`src/rtl/wb_stream_writer_fifo.sv`:
```
// Output stage of the Wishbone stream writer: buffers WB_DW-bit words in a FIFO
// and splits each one into WB_DW/STREAM_DW stream beats, least-significant lane first.
module wb_stream_writer_fifo #(
    parameter int WB_DW     = 32,
    parameter int FIFO_AW   = 4,
    parameter int STREAM_DW = 8
) (
    input  logic                 wb_clk_i,
    input  logic                 wb_rst_i,
    input  logic [WB_DW-1:0]     fifo_d,
    input  logic                 fifo_wr,
    output logic [FIFO_AW:0]     fifo_cnt,
    output logic [STREAM_DW-1:0] stream_m_data_o,
    output logic                 stream_m_valid_o,
    input  logic                 stream_m_ready_i,
    output logic                 overflow_o
);

    localparam int RATIO = WB_DW / STREAM_DW;
    localparam int LW    = (RATIO > 1) ? $clog2(RATIO) : 1;
    localparam int DEPTH = 1 << FIFO_AW;

    localparam logic [LW-1:0]    LAST_LANE = LW'(RATIO - 1);
    localparam logic [FIFO_AW:0] FULL_CNT  = (FIFO_AW + 1)'(DEPTH);

    generate
        if (FIFO_AW < 1) begin : g_bad_fifo_aw
            $error("wb_stream_writer_fifo: FIFO_AW must be greater than 0");
        end
        if ((STREAM_DW < 1) || (WB_DW % STREAM_DW != 0)) begin : g_bad_stream_dw
            $error("wb_stream_writer_fifo: WB_DW must be a multiple of STREAM_DW");
        end
    endgenerate

    logic [WB_DW-1:0]   mem [DEPTH];
    logic [FIFO_AW-1:0] wr_ptr;
    logic [FIFO_AW-1:0] rd_ptr;
    logic [LW-1:0]      lane;
    // Holds the word being split; the current beat always sits in the low lane.
    logic [WB_DW-1:0]   word_q;
    logic [WB_DW-1:0]   word_shifted;

    logic beat_taken;
    logic last_beat;
    logic out_free;
    logic pop;
    logic wr_ok;
    logic drop;

    // NOTE: always_comb assigns every output first so no path can infer a latch.
    always_comb begin
        beat_taken = 1'b0;
        last_beat  = 1'b0;
        out_free   = 1'b0;
        pop        = 1'b0;
        wr_ok      = 1'b0;
        drop       = 1'b0;

        beat_taken = stream_m_valid_o & stream_m_ready_i;
        last_beat  = beat_taken & (lane == LAST_LANE);
        out_free   = ~stream_m_valid_o | last_beat;
        pop        = (fifo_cnt != '0) & out_free;
        // A pop in the same cycle frees a slot, so a full FIFO can still take a write.
        wr_ok      = fifo_wr & ((fifo_cnt != FULL_CNT) | pop);
        drop       = fifo_wr & ~wr_ok;
    end

    generate
        if (RATIO > 1) begin : g_shift
            assign word_shifted = {{STREAM_DW{1'b0}}, word_q[WB_DW-1:STREAM_DW]};
        end else begin : g_no_shift
            assign word_shifted = word_q;
        end
    endgenerate

    // NOTE: the storage array has no reset; only pointers and counters define its contents.
    always_ff @(posedge wb_clk_i) begin
        if (wr_ok) begin
            mem[wr_ptr] <= fifo_d;
        end
    end

    // NOTE: sequential state uses non-blocking assignments so every register samples pre-edge values.
    always_ff @(posedge wb_clk_i) begin
        if (wb_rst_i) begin
            wr_ptr           <= '0;
            rd_ptr           <= '0;
            fifo_cnt         <= '0;
            lane             <= '0;
            word_q           <= '0;
            stream_m_valid_o <= 1'b0;
            overflow_o       <= 1'b0;
        end else begin
            if (wr_ok) begin
                wr_ptr <= wr_ptr + FIFO_AW'(1);
            end
            if (pop) begin
                rd_ptr <= rd_ptr + FIFO_AW'(1);
            end

            case ({wr_ok, pop})
                2'b10:   fifo_cnt <= fifo_cnt + (FIFO_AW + 1)'(1);
                2'b01:   fifo_cnt <= fifo_cnt - (FIFO_AW + 1)'(1);
                default: fifo_cnt <= fifo_cnt;
            endcase

            if (pop) begin
                word_q           <= mem[rd_ptr];
                lane             <= '0;
                stream_m_valid_o <= 1'b1;
            end else if (beat_taken) begin
                word_q <= word_shifted;
                lane   <= last_beat ? '0 : lane + LW'(1);
                if (last_beat) begin
                    stream_m_valid_o <= 1'b0;
                end
            end

            if (drop) begin
                overflow_o <= 1'b1;
            end
        end
    end

    assign stream_m_data_o = word_q[STREAM_DW-1:0];

endmodule

```
`config.mk`:
```
export PLATFORM = sky130hd
export DESIGN_NAME = wb_stream_writer_fifo
export DESIGN_NICKNAME = d
export VERILOG_FILES = /design/src/rtl/wb_stream_writer_fifo.sv
export SDC_FILE = /design/constraint.sdc
export NUM_CORES = 1
export LEC_CHECK = 0
export CAP_MARGIN = 20
export CORE_MARGIN = 10
export CORE_UTILIZATION = 35
export CTS_CLUSTER_SIZE = 24
export DETAILED_ROUTE_END_ITERATION = 7
export PLACE_DENSITY = 0.58
export SLEW_MARGIN = 20
export SYNTH_ARGS = -nofsm -noshare
export SYNTH_HDL_FRONTEND = slang
export SYNTH_SLANG_ARGS = --single-unit
```
`constraint.sdc`:
```
create_clock -name wb_clk_i -period 11.1 [get_ports wb_clk_i]
set_input_delay 1.665 -clock wb_clk_i [delete_from_list [all_inputs] [get_ports wb_clk_i]]
set_output_delay 1.665 -clock wb_clk_i [all_outputs]
set_load 0.02 [all_outputs]
```
==> results of run 1 <==
-- cells in the final DEF, fill, tap and decap left out, types with 5 or more instances in the layout --
master,instances
mux2i_1,45
clkdlybuf4s50_1,49
dfxtp_1,50
a21o_1,10
bufinv_16,6
o22ai_1,32
a211oi_2,15
ha_1,9
nor2_1,19
clkinv_2,10
clkbuf_1,16
mux2_2,49
edfxtp_1,512
inv_1,9
nand2b_1,5
clkbuf_16,57
nand2_1,9
mux4_2,128
buf_4,25
clkbuf_8,9
a211oi_1,11
nor2_4,12
-- cell type report --
type	count	area share
inverter	9	0.001329
clock inverter	25	0.01186
timing repair buffer	76	0.02795
multi-input combinational	392	0.2075
clock buffer	82	0.06333
sequential	565	0.6468
tap	837	0.04118
-- logic make-up (layout without fill, tap and decap cells) --
| logic type | Yosys count | after routing | synth area share |
|---|---|---|---|
| AOI/OAI and AO/OA | 91 | 91 | 0.03587 |
| xor gates and xnor gates | 6 | 6 | 0.002396 |
| adders and majority gates | 10 | 10 | 0.006045 |
| buffers and inverters | 70 | 192 | 0.01585 |
| DFF | 565 | 565 | 0.7491 |
| muxes | 223 | 223 | 0.1776 |
| and+or+nand+nor | 62 | 62 | 0.01317 |
-- worst min path at each step --
stage,end,cells after the start
finish,word_q[26],1
global route,word_q[27],1
CTS,word_q[26],1
detailed placement,word_q[26],1
global placement,word_q[26],1
floorplan,word_q[24],1
-- flip-flops by register name (all words and copies together), names as in the netlist, named ones only --
name / count
lane: 2
wr_ptr: 4
stream_m_valid_o: 1
word_q: 32
overflow_o: 1
rd_ptr: 4
fifo_cnt: 5
mem: 512
-- metrics by stage --
| step | hold WS [ns] | power, mW | util | setup WS [ns] |
|---|---|---|---|---|
| global route | 0.4865 | 5.554 | 0.4105 | 6.834 |
| CTS | 0.4558 | 5.382 | 0.4101 | 7.022 |
| detailed placement | 0.4416 | 3.439 | 0.3792 | 6.383 |
| finish | 0.4526 | 5.347 | 0.4105 | 7.016 |
| floorplan | 0.4256 | 3.147 | - | 6.037 |
| global placement | 0.4408 | 3.420 | 0.3792 | 6.404 |
-- critical path: cells and delay by family --
| kind | cells | cell delay, ns |
|---|---|---|
| AO/OA/AOI/OAI | 2 | 0.76 |
| buffers and inverters | 2 | 0.97 |
| AND/OR/NAND/NOR | 2 | 0.93 |
-- layer usage --
layer	wire, um	vias up
li1	-	4430
met1	22190	5456
met2	22830	226
met3	2022	64
met4	1010	0
met5	0	-
-- where the power goes --
part / switching [mW] / total, mW / leakage, nW / internal (mW)
clock network: 0.793 / 1.94 / 0.935 / 1.15
logic: 0.511 / 0.885 / 1.89 / 0.374
registers: 0.0957 / 2.52 / 5.06 / 2.43
==> summary.txt, run 1 <==
Placed design
  – I/O Buffers: 50
  – Placed cells: 1878
  – GPL Wtd Cong: 0.7389
  – HPWL after DPL: 27.39 mm
  – Placed Area: 0.02349 mm^2

STA
  – Worst Skew: roughly 0.026 ns
  – Period minus WS final: just over 4 ns
  – Max Clock Freq: 0.2449 GHz
  – RSZ-0062 raised after global routing: no
  – Final period utilization: 0.3679
  – Final setup fails: 0
  – Worst rel slew slack: 0.2734
  – Setup TNS after final layout: 0 ns
  – Final Hold Viols: 0
  – Worst-margin pin slew: 1.090 ns
  – Final Slew Violations: 0

Drt
  – WL final: 48.05 mm
  – Vias: 10176
  – WL/cell: 24.19 um
  – DRT antenna net count: 0
  – Drt first pass iters: 5
  – DRC Markers: 0
  – Via density: 5.124
  – DR iter-0 viols: 765

Yosys
  – Flops & latches, synth: 565
  – Synth cell count leaders: edfxtp_1, mux4_2, dfxtp_1
  – Top-count cell post-synth: edfxtp_1
  – Synth top area cells: edfxtp_1, mux4_2, dfxtp_1
  – Synth cell types: 46
  – Synthesized area per cell: 21.36 um^2
  – Top_reg_cell synth: edfxtp_1
  – Sequential-to-total area share from yosys stat: 0.7491
  – EDFF count, synth: 512
  – Synthesized cell area: 0.02194 mm^2
  – Top-area cell type share of the netlist area: 0.7007
  – Post-synth ARST share: 0
  – Largest area contributor in the netlist: edfxtp_1
  – Cells after Synth: 1027
  – Post-Syn Nets: between 1000 and 1500
  – Yosys warning total: 0

Clock tree
  – CTS Root Cell: clkbuf_16
  – # resized after CTS: 0
  – Reg clk slew, reported paths: 0.06 ns
  – Clk sinks: between 500 and 600
  – Clock Latency Late Sink: roughly 0.62 ns
  – CTS buffer count: between 50 and 60
  – CTS tree: done
  – Postcts setup bufs: 0
  – CTS Hold Buffers Added: 0
  – CTS max path bufs: 3
  – Max H-tree Level: 2

Final layout
  – Filler cell count: 5454
  – Final Cell Area: 0.02543 mm^2
  – Cell Count, Final, Fillers Out: 1986
  – Fin nets: 1147
  – Area growth from synthesis to layout: 15.89%
  – Inserted Diodes: 0
  – Layout cells sized above 1: 0.2942
  – Sequential Area: between 0.015 and 0.02 mm^2
  – Area of the multi-input gates: 0.005278 mm^2

Setup path
  – CP Launch Type: primary input
  – Crit path DAT: about 4.4 ns
  – Setup crit start: stream_m_ready_i
  – R2r worst-path depth: 5
  – Slowest cell on the critical path: nor2_4
  – Critical Path End Type: flip-flop
  – CP Cell Sequence: clkdlybuf4s50_1 -> a21boi_1 -> a31oi_1 -> nand2_1 -> nor2_4 -> buf_4
  – R2R Setup Slk: 7.70 ns
  – Max stage delay on crit path: roughly 0.59 ns
  – Crit Reg-Reg Endpoint: word_q[9]
  – Max FO, Critical Path: 17
  – CP required: 11.36 ns
  – Critical Path Sink: mem[5][3]
  – Kind of critical path: in2reg

GRT
  – Met2 GRT Util: 0.2055
  – Busiest layer in global routing: met2
  – Remaining Overflow, GRT: 0
  – First-pass GRT wire length: slightly above 70 mm
  – Antenna violations before repair: 2
  – All-Layer GR Usage: 0.1299
  – GRT met1 Usage: 0.1827
  – Largest net degree at the start of global routing: around 70
  – Grt met3 use: 0.02142
  – Vias in the first global route: roughly 10000

Floorplanning
  – Standard-cell rows: 91
  – Io pins: 51
  – Total core area: 0.06194 mm^2
  – Die extent in x: approximately 270 um
  – Starting Density: 0.3542
  – Chip height: between 200 and 300 um
  – Die Footprint: 0.07310 mm^2

Worst hold path
  – Hold_sp: word_q[26]
  – Min-Delay Path Class: reg2reg

Status
  – Outcome: finished clean

Power
  – Peak VDD IR: 0.1358 mV
  – Leak: slightly below 8 nW
  – Pwr per Cell Area: around 210 mW/mm^2

Flow run
  – Max_cap viols: 0
No activity file was read; power rests on OpenSTA's default activity.
==> inputs of run 2 (changes only) <==
==> constraint.sdc (replaced) <==
create_clock -name wb_clk_i -period 3.9 [get_ports wb_clk_i]
set_input_delay 0.585 -clock wb_clk_i [delete_from_list [all_inputs] [get_ports wb_clk_i]]
set_output_delay 0.585 -clock wb_clk_i [all_outputs]
set_load 0.02 [all_outputs]
==> run 2 against run 1 <==
  * Combinational power rose to 2.8 times the previous value
  * Sequential power rose to 2.9 times the previous value
  * Via count rose by 2.0%
  * Non-clock buffer count rose by 12
  * Clock power rose to 2.7 times the previous value
==> summary.txt, run 2 (synthesized netlist as in run 1, its figures left out) <==
Clock tree
  – # resized after CTS: 0 (unchanged)
  – CTS Hold Buffers Added: 0 (unchanged)
  – CTS max path bufs: 3 (unchanged)
  – Clock Latency Late Sink: 0.62 ns (about the same)
  – Max H-tree Level: 2 (unchanged)
  – Clk sinks: 565 (unchanged)
  – CTS buffer count: 56 (was 57)
  – Reg clk slew, reported paths: 0.06 ns (about the same)
  – CTS Root Cell: clkbuf_16 (unchanged)
  – Postcts setup bufs: 0 (unchanged)
  – CTS tree: done (unchanged)

Final layout
  – Fin nets: 1158 (was 1147)
  – Reg with most FFs: mem (unchanged)
  – Most frequent cells in the layout: edfxtp_1, mux4_2, clkbuf_16 (unchanged)
  – Most common cell after layout, fill and taps aside: edfxtp_1 (unchanged)
  – Max reg flops: 512 (unchanged)
  – Inserted Diodes: 0 (unchanged)
  – Largest regs: mem x512, word_q x32, fifo_cnt x5 (unchanged)
  – Cell Count, Final, Fillers Out: 1996 (was 1986)
  – Post-Route Utilization: 0.4126 (was 0.4105)
  – Area growth from synthesis to layout: 16.46% (was 15.89%)
  – Layout cells sized above 1: 0.2985 (was 0.2942)

Drt
  – Drt first pass iters: 5 (unchanged)
  – DR iter-0 viols: 1057 (was 765)
  – Via density: 5.198 (was 5.124)
  – WL final: 51.21 mm (was 48.05 mm)
  – DRT antenna net count: 0 (unchanged)
  – DRC Markers: 0 (unchanged)
  – WL/cell: 25.66 um (was 24.19 um)
  – Vias: 10376 (was 10176)

Placed design
  – GPL Wtd Cong: 0.7605 (was 0.7389)
  – HPWL after DPL: 31.79 mm (was 27.39 mm)
  – I/O Buffers: 50 (unchanged)
  – Placed cells: 1891 (was 1878)

Setup path
  – Top cell by count, worst path: inv_1
  – Max FO, Critical Path: 15 (was 17)
  – Critical Path Sink: fifo_cnt[4] (was mem[5][3])
  – Top delay family on crit path: compound AO/OA/AOI/OAI gates (was buffers and inverters)
  – CP Cell Sequence: inv_1 -> a211oi_1 -> inv_1 -> fa_1 -> nand2b_1 -> a2111oi_0 -> a41oi_1 -> a31oi_1 (was clkdlybuf4s50_1 -> a21boi_1 -> a31oi_1 -> nand2_1 -> nor2_4 -> buf_4)
  – Critical Path End Type: flip-flop (unchanged)
  – CP Launch Type: flip-flop (was primary input)
  – CP Buf/Inv Count: 2 (unchanged)
  – Crit path DAT: 3.45 ns (was 4.35 ns)
  – R2R Path Start: fifo_cnt[4]
  – Crit Reg-Reg Endpoint: fifo_cnt[4] (was word_q[9])
  – Slowest cell on the critical path: dfxtp_1 (was nor2_4)
  – R2R Setup Slk: 0.98 ns (was 7.70 ns)
  – CP required: 4.43 ns (was 11.36 ns)
  – R2r worst-path depth: 8 (was 5)
  – Levels on crit path: 8 (was 6)
  – Setup crit start: fifo_cnt[4] (was stream_m_ready_i)
  – Max stage delay on crit path: 0.77 ns (was 0.59 ns)
  – Kind of critical path: reg2reg (was in2reg)

STA
  – Final Hold Viols: 0 (unchanged)
  – Worst-margin pin slew: 1.043 ns (was 1.090 ns)
  – RSZ-0062 raised after global routing: no (unchanged)
  – Final period utilization: 0.7481
  – Final setup fails: 0 (unchanged)
  – Setup TNS after final layout: 0 ns (unchanged)
  – Worst rel slew slack: 0.3022 (was 0.2734)
  – Worst Skew: 0.01721 ns (was 0.02645 ns)
  – Period minus WS final: 2.918 ns
  – Fin Hold WS: 0.4271 ns (was 0.4526 ns)
  – Max Clock Freq: 0.3427 GHz
  – Final Slew Violations: 0 (unchanged)

Floorplanning
  – Die extent in x: 270.4 um (unchanged)
  – Standard-cell rows: 91 (unchanged)
  – Chip height: 270.4 um (unchanged)
  – Starting Density: 0.3542 (unchanged)
  – Die Footprint: 0.07310 mm^2 (unchanged)
  – Io pins: 51 (unchanged)
  – Total core area: 0.06194 mm^2 (unchanged)

GRT
  – Antenna violations before repair: 1 (was 2)
  – All-Layer GR Usage: 0.1401 (was 0.1299)
  – First-pass GRT wire length: 75.84 mm (was 71.32 mm)
  – Vias in the first global route: 10929 (was 10464)
  – Largest net degree at the start of global routing: 58 (was 69)
  – Remaining Overflow, GRT: 0 (unchanged)

Power
  – Int Power: 10.92 mW (was 3.947 mW)
  – Sw power: 4.048 mW (was 1.400 mW)
  – Flop pwr share: 0.483 (was 0.472)
  – Clock network power share: 0.349 (was 0.363)
  – Leak: 7.920 nW (was 7.891 nW)
  – Gate power share: 0.168 (was 0.166)
  – Peak VDD IR: 0.3408 mV (was 0.1358 mV)
  – Design Power: 14.97 mW (was 5.347 mW)
  – Pwr per Cell Area: 585.9 mW/mm^2 (was 210.3 mW/mm^2)
  – Switching share of power: 0.2704 (was 0.2618)

Status
  – Outcome: finished clean (unchanged)

Flow run
  – Max_cap viols: 0 (unchanged)

Worst hold path
  – Min-Delay Path Class: in2reg (was reg2reg)
## run 2: cell count changes in the layout (fill, tap and decap cells not counted), sizes merged
cell	before	now
buf	27	39
clkinvlp	2	0
clkinv	16	28
clkbuf	82	72
bufinv	6	4
## run 2: through the flow
stage	area [um^2]	worst slack, ns
floorplan	21960	0.1464
global placement	23780	0.6038
detailed placement	23780	0.5679
CTS	25550	1.017
global route	25550	0.6901
finish	25550	0.9823
## run 2: worst min-delay path by stage
stage | cells past startpoint | to | from | slack (ns)
after global routing | 4 | fifo_cnt[3] | wb_rst_i | 0.45
after floorplan | 1 | word_q[24] | word_q[24] | 0.43
after CTS | 4 | fifo_cnt[3] | wb_rst_i | 0.40
after detailed placement | 1 | word_q[27] | word_q[27] | 0.44
after global placement | 1 | word_q[24] | word_q[24] | 0.44
final | 4 | fifo_cnt[3] | wb_rst_i | 0.43
## run 2: worst min-delay path: stages
cell and delay (ns):
buf_2 0.11, inv_1 0.13, nand2_1 0.10, mux2i_1 0.06
## run 2: power groups by stage
| stage | logic [mW] | clock network [mW] | registers, mW |
|---|---|---|---|
| final | 2.52 | 5.22 | 7.24 |
| after detailed placement | 2.53 | 0 | 7.37 |
| after CTS | 2.54 | 5.35 | 7.24 |
| after global routing | 2.71 | 5.59 | 7.27 |
| after floorplan | 1.78 | 0 | 7.18 |
| after global placement | 2.50 | 0 | 7.37 |
## run 2: cell type report
type / count / area (um^2)
inverter: 9 / 33.78
sequential: 565 / 16450
tap: 837 / 1047
clock inverter: 33 / 271.5
multi-input combinational: 392 / 5296
clock buffer: 72 / 1501
fill: 5438 / 36390
timing repair buffer: 88 / 955.9
## run 2: layer usage
layer / GRT usage / routed length [um]
met2: 0.2256 / 24770
met4: 0.04146 / 1126
met1: 0.1903 / 22470
met5: 0 / 9
met3: 0.02646 / 2839
